===== src/rtl/button_events_pkg.sv =====
// Shared definitions for the button gesture classifier: event codes carried
// on the front-panel event slot and the classifier FSM state encoding.
// Other front-panel event producers import the event codes from here.
package button_events_pkg;

  localparam int EV_W = 2;

  localparam logic [EV_W-1:0] EV_CLICK  = 2'd0;
  localparam logic [EV_W-1:0] EV_DOUBLE = 2'd1;
  localparam logic [EV_W-1:0] EV_LONG   = 2'd2;
  localparam logic [EV_W-1:0] EV_REPEAT = 2'd3;

  typedef enum logic [2:0] {
    ST_IDLE  = 3'd0,
    ST_DOWN1 = 3'd1,
    ST_WAIT2 = 3'd2,
    ST_DOWN2 = 3'd3,
    ST_HELD  = 3'd4
  } state_t;

endpackage


===== src/rtl/event_slot.sv =====
// One-entry valid/ready holding register for front-panel events.
// Latency: an accepted input appears on out_vld/out_dat the next cycle.
// Backpressure: loads when empty or draining this cycle; otherwise drops and pulses overflow next cycle.
//
// Ports:
//   clk, rst            clock, synchronous active-high reset
//   in_vld, in_dat      event offered this cycle (no ready: producer cannot stall)
//   out_vld, out_rdy    output handshake, transfer when both high
//   out_dat             event payload, stable while out_vld is high
//   overflow            registered one-cycle pulse per dropped event
module event_slot #(
  parameter int DAT_W = 2
) (
  input  logic             clk,
  input  logic             rst,
  input  logic             in_vld,
  input  logic [DAT_W-1:0] in_dat,
  output logic             out_vld,
  input  logic             out_rdy,
  output logic [DAT_W-1:0] out_dat,
  output logic             overflow
);

  logic             vld_q, vld_d;
  logic [DAT_W-1:0] dat_q, dat_d;
  logic             ovf_q, ovf_d;
  logic             drain;
  logic             load;

  always_comb begin
    drain = vld_q & out_rdy;
    // A slot being drained this cycle frees up in time for a new event,
    // which gives back-to-back delivery with no bubble.
    load  = in_vld & (~vld_q | drain);
    vld_d = vld_q;
    dat_d = dat_q;
    ovf_d = in_vld & ~load;
    if (load) begin
      vld_d = 1'b1;
      dat_d = in_dat;
    end else if (drain) begin
      vld_d = 1'b0;
    end
  end

  always_ff @(posedge clk) begin
    if (rst) begin
      vld_q <= 1'b0;
      dat_q <= '0;
      ovf_q <= 1'b0;
    end else begin
      vld_q <= vld_d;
      dat_q <= dat_d;
      ovf_q <= ovf_d;
    end
  end

  assign out_vld  = vld_q;
  assign out_dat  = dat_q;
  assign overflow = ovf_q;

endmodule


===== src/rtl/button_events.sv =====
// Gesture classifier (CLICK/DOUBLE/LONG/REPEAT) fed by debouncer press/release pulses.
// Latency: event_valid rises one cycle after the triggering pulse or timer-expiry cycle.
// Backpressure: one-entry slot; an event arriving while the slot is full is dropped with an overflow pulse.
//
// Ports:
//   CLK, RST                      clock, synchronous active-high reset
//   press                         one-cycle pulse on switch closing (debouncer trans_up)
//   release_in                    one-cycle pulse on switch opening (debouncer trans_down)
//   event_valid/event_ready       output slot handshake
//   event_code                    0 CLICK, 1 DOUBLE, 2 LONG, 3 REPEAT
//   overflow                      one-cycle pulse, one cycle after a dropped event
// Build option: define BUTTON_REPEAT_EN to emit REPEAT every REPEAT_CYCLES while held after LONG.
module button_events
  import button_events_pkg::*;
#(
  parameter int             CNT_W         = 24,
  parameter logic [CNT_W:0] LONG_CYCLES   = 25'd1_000_000,
  parameter logic [CNT_W:0] DOUBLE_CYCLES = 25'd250_000,
  parameter logic [CNT_W:0] REPEAT_CYCLES = 25'd100_000
) (
  input  logic            CLK,
  input  logic            RST,
  input  logic            press,
  input  logic            release_in,
  output logic            event_valid,
  output logic [EV_W-1:0] event_code,
  input  logic            event_ready,
  output logic            overflow
);

  // Timers compare for equality against PARAM-1, so a zero value is meaningless.
  if (LONG_CYCLES == '0 || DOUBLE_CYCLES == '0 || REPEAT_CYCLES == '0) begin : g_bad_timer_param
    $error("button_events: timer parameters must be at least 1");
  end

  localparam logic [CNT_W-1:0] LONG_LAST   = CNT_W'(LONG_CYCLES - 1'b1);
  localparam logic [CNT_W-1:0] DOUBLE_LAST = CNT_W'(DOUBLE_CYCLES - 1'b1);
`ifdef BUTTON_REPEAT_EN
  localparam logic [CNT_W-1:0] REPEAT_LAST = CNT_W'(REPEAT_CYCLES - 1'b1);
`endif

  state_t            state_q, state_d;
  logic [CNT_W-1:0]  cnt_q, cnt_d;
  logic              emit_vld;
  logic [EV_W-1:0]   emit_dat;

  always_comb begin
    state_d  = state_q;
    cnt_d    = cnt_q;
    emit_vld = 1'b0;
    emit_dat = EV_CLICK;
    // Simultaneous press and release is not a legal debouncer output; the
    // cycle is treated as a complete no-op rather than guessing an order.
    if (!(press && release_in)) begin
      case (state_q)
        ST_IDLE: begin
          if (press) begin
            state_d = ST_DOWN1;
            cnt_d   = '0;
          end
        end
        ST_DOWN1: begin
          // Edge inputs are checked before expiry so a release on the
          // expiry cycle still counts as a short press.
          if (release_in) begin
            state_d = ST_WAIT2;
            cnt_d   = '0;
          end else if (cnt_q == LONG_LAST) begin
            state_d  = ST_HELD;
            cnt_d    = '0;
            emit_vld = 1'b1;
            emit_dat = EV_LONG;
          end else begin
            cnt_d = cnt_q + 1'b1;
          end
        end
        ST_WAIT2: begin
          if (press) begin
            state_d = ST_DOWN2;
            cnt_d   = '0;
          end else if (cnt_q == DOUBLE_LAST) begin
            state_d  = ST_IDLE;
            cnt_d    = '0;
            emit_vld = 1'b1;
            emit_dat = EV_CLICK;
          end else begin
            cnt_d = cnt_q + 1'b1;
          end
        end
        ST_DOWN2: begin
          // No timer here: a second press can only ever produce DOUBLE.
          if (release_in) begin
            state_d  = ST_IDLE;
            cnt_d    = '0;
            emit_vld = 1'b1;
            emit_dat = EV_DOUBLE;
          end
        end
        ST_HELD: begin
          if (release_in) begin
            state_d = ST_IDLE;
            cnt_d   = '0;
          end
`ifdef BUTTON_REPEAT_EN
          else if (cnt_q == REPEAT_LAST) begin
            cnt_d    = '0;
            emit_vld = 1'b1;
            emit_dat = EV_REPEAT;
          end else begin
            cnt_d = cnt_q + 1'b1;
          end
`endif
        end
        default: begin
          state_d = ST_IDLE;
          cnt_d   = '0;
        end
      endcase
    end
  end

  always_ff @(posedge CLK) begin
    if (RST) begin
      state_q <= ST_IDLE;
      cnt_q   <= '0;
    end else begin
      state_q <= state_d;
      cnt_q   <= cnt_d;
    end
  end

  event_slot #(
    .DAT_W (EV_W)
  ) u_slot (
    .clk      (CLK),
    .rst      (RST),
    .in_vld   (emit_vld),
    .in_dat   (emit_dat),
    .out_vld  (event_valid),
    .out_rdy  (event_ready),
    .out_dat  (event_code),
    .overflow (overflow)
  );

endmodule


===== config.mk =====
export PLATFORM = sky130hd
export DESIGN_NAME = button_events
export DESIGN_NICKNAME = d
export VERILOG_FILES = /design/src/rtl/button_events_pkg.sv /design/src/rtl/event_slot.sv /design/src/rtl/button_events.sv
export SDC_FILE = /design/constraint.sdc
export NUM_CORES = 1
export LEC_CHECK = 0
export BUFFER_PORTS_ARGS = -buffer_cell sky130_fd_sc_hd__buf_2
export CAP_MARGIN = 30
export CORE_MARGIN = 2
export CORE_UTILIZATION = 60
export CTS_CLUSTER_DIAMETER = 60
export DETAILED_ROUTE_END_ITERATION = 16
export MAX_ROUTING_LAYER = met4
export PLACE_DENSITY_LB_ADDON = 0.25
export SYNTH_ARGS = -nofsm -noshare
export SYNTH_HDL_FRONTEND = slang
export SYNTH_SLANG_ARGS = --single-unit

===== constraint.sdc =====
create_clock -name CLK -period 3.62 [get_ports CLK]
set_clock_uncertainty 0.1 [all_clocks]
set_input_delay 0 -clock CLK [delete_from_list [all_inputs] [get_ports CLK]]
set_output_delay 0 -clock CLK [all_outputs]
set_load 0.02 [all_outputs]

==> impl_metrics.json <==
{
  "status": "complete, no violations",
  "track_usage_pct": 25.8,
  "syn_area_per_cell_um2": 8.43,
  "reg2reg_depth": 5,
  "fin_area_mm2": 0.00191,
  "ys_seq_elements": 31,
  "power.density_mw_per_mm2": 376,
  "cts_max_path_buffers": 2,
  "dpl_cell_area_mm2": 0.00179,
  "routed.top_layer": "met4",
  "path_cells": "or4_4, nor4_4, a21oi_2, o31ai_4, nor2_1",
  "cts_tree": "built",
  "whs_path_depth": 5,
  "cts_made_buffers": 5,
  "synth_top_cell_by_area": "dfxtp_1",
  "total_power_uw": 717,
  "antennaDiodeCount": 0,
  "std_cell_rows": 19,
  "io_buffers": 8,
  "synth_edf_count": 0,
  "h-tree-depth": 2,
  "drc": 0,
  "drive_gt1_share_pct": 12.4,
  "path_clk_slew_ps": 90,
  "drtIter0Drc": 121,
  "synth_area_leaders": "dfxtp_1 (35%), xnor2_1 (8.0%), nor2_1 (4.3%), nor4_1 (3.6%), nand2_1 (3.4%)",
  "die_h_um": 58.2,
  "async_flop_share_pct": 0,
  "worst_slew_pin_slew_ps": 919,
  "io_pins": 9,
  "holdBufCountCts": 3,
  "hold_viol": 0,
  "max_freq_mhz": 361,
  "clk-insertion-delay-late_ps": 340,
  "grt_pass1_wl_um": 6430,
  "cts-resized-gates": 0,
  "switchingPower_uw": 180,
  "critPathMaxFanout": 23,
  "vias": 1620,
  "overflow": 0,
  "start_util_pct": 63.3,
  "slew_headroom_pct": 38.7,
  "wl_per_cell_um": 15.3,
  "layout_common_cells": "dfxtp_1 (31), nor2_1 (20), nand2_1 (16), xnor2_1 (16), a21oi_1 (11)",
  "clock_sinks": 31,
  "leakagePower_uw": 0.000572,
  "totalWireLength_um": 3810,
  "via_per_inst": 6.51,
  "die_w_um": 58.2,
  "slew_violations": 0,
  "endpoint_kind": "register",
  "post_cts_buffers": 0,
  "routedLengthMet1_um": 1750,
  "syn_inst": 209,
  "grt_max_degree": 24,
  "p_clk_share_pct": 39.5,
  "period_share_pct": 76.5,
  "hpwl_um": 2690,
  "synth_top_area_share_pct": 35.2,
  "dr.pass1.iters": 4,
  "grt_pass1_vias": 1405,
  "dr_wl_met2_um": 1770,
  "critPathRequiredTime_ps": 3710,
  "comb_power_share_pct": 10.9,
  "syn2layout_area_growth_pct": 8.31,
  "synth.distinct_cells": 50,
  "wl_met3_um": 214,
  "gp_congestion": 0.921,
  "yosysWarningCount": 0,
  "final_common_cell": "dfxtp_1",
  "coreArea_mm2": 0.00278,
  "seq_power_share_pct": 49.6,
  "nFillCells": 236,
  "ir_drop_v": 0.000317,
  "internal_power_uw": 537,
  "synth.net_count": 215,
  "critical-path-slowest-cell": "o31ai_4",
  "switching_share_pct": 25.1,
  "setup_violations": 0,
  "finalSetupTns_ps": 0,
  "ys_seq_area_share_pct": 35.2,
  "maxCapViolations": 0,
  "syn_area_mm2": 0.00176,
  "startpoint_type": "register",
  "max_stage_delay_ps": 830,
  "path_class": "reg2reg",
  "ant_nets": 0,
  "timing.final.crit_period_ps": 2770,
  "antenna_found_initial": 0,
  "ys.flop_type": "dfxtp_1",
  "cts_root_buf": "clkbuf_4",
  "fin_nets": 223,
  "rsz0062_at_grt": "false",
  "fp.dieArea_mm2": 0.00339,
  "cp_data_arrival_time_ps": 2860,
  "hold_path.class": "in2reg"
}
## worst max-delay path: cells and delay by family (launching register included)
kind               cells  cell delay, ps
AOI/OAI and AO/OA      2            1030
DFF                    1             360
and+or+nand+nor        3            1120
## cells in the mapped netlist (all sizes together), types with 3 or more instances
cell and number:
clkbuf 6, nand2 16, or4 4, nor4b 3, nand4 7, o21ai 4, nand4b 5, nor3 8
nand3 10, dfxtp 31, and4 4, xnor2 16, inv 7, nand3b 3, nor4 11, a21oi 13
o31ai 3, nor2 20, buf 6, nand2b 4
## final cells by class
type                            count  area, µm²  area share, %
Multi-Input combinational cell    159       1050           55.1
Sequential cell                    31        621           32.5
Timing Repair Buffer               13       85.1           4.46
Clock buffer                        6       51.3           2.69
Tap cell                           31       38.8           2.03
Clock inverter                      2       35.0           1.84
Inverter                            7       26.3           1.38
## per-stage QoR
| step | hold WS (ps) | worst slack [ps] | utilization [%] | cells |
|---|---|---|---|---|
| 2_1_floorplan | 115 | 1410 | - | 209 |
| 5_1_grt | 40.2 | 625 | 68.6 | 249 |
| 3_5_place_dp | 198 | 886 | 64.4 | 238 |
| 6_report | 12.5 | 852 | 68.6 | 249 |
| 4_1_cts | 11.6 | 841 | 68.6 | 249 |
| 3_3_place_gp | 187 | 954 | 64.4 | 238 |
## cells by family after synthesis
family          after synthesis  share of synthesized area [%]
mux                           1                          0.639
compound gates               38                           15.7
fa+ha+maj                     1                          0.710
xor+xnor                     16                           7.95
flops                        31                           35.2
simple gates                103                           34.7
buf+inv                      19                           5.11
## state kept, by name (all words and copies together) (netlist names)
name / count
cnt_q: 24
state_q: 3
u_slot.out_dat: 2
u_slot.out_vld: 1
u_slot.overflow: 1
## power groups by stage
stage	registers, µW	logic [µW]	clock network (µW)
2_1_floorplan	358	67.6	0
3_3_place_gp	363	73.9	0
3_5_place_dp	364	74.5	0
4_1_cts	356	77.6	290
5_1_grt	358	86.0	302
6_report	356	77.9	284
## worst paths after layout
path	start	endpoint	slack, ps
max	cnt_q[11]	cnt_q[11]	850
min	press	state_q[0]	10
max reg2reg	cnt_q[11]	cnt_q[11]	850
min reg2reg	u_slot.out_dat[1]	u_slot.out_dat[1]	370
## routing by layer
metal / up-vias / global-route usage, %
li1: 800 / -
met1: 763 / 32.3
met2: 49 / 39.1
met3: 8 / 6.92
met4: 0 / 11.3
met5: - / -
Power figures use the tool's default switching activity.
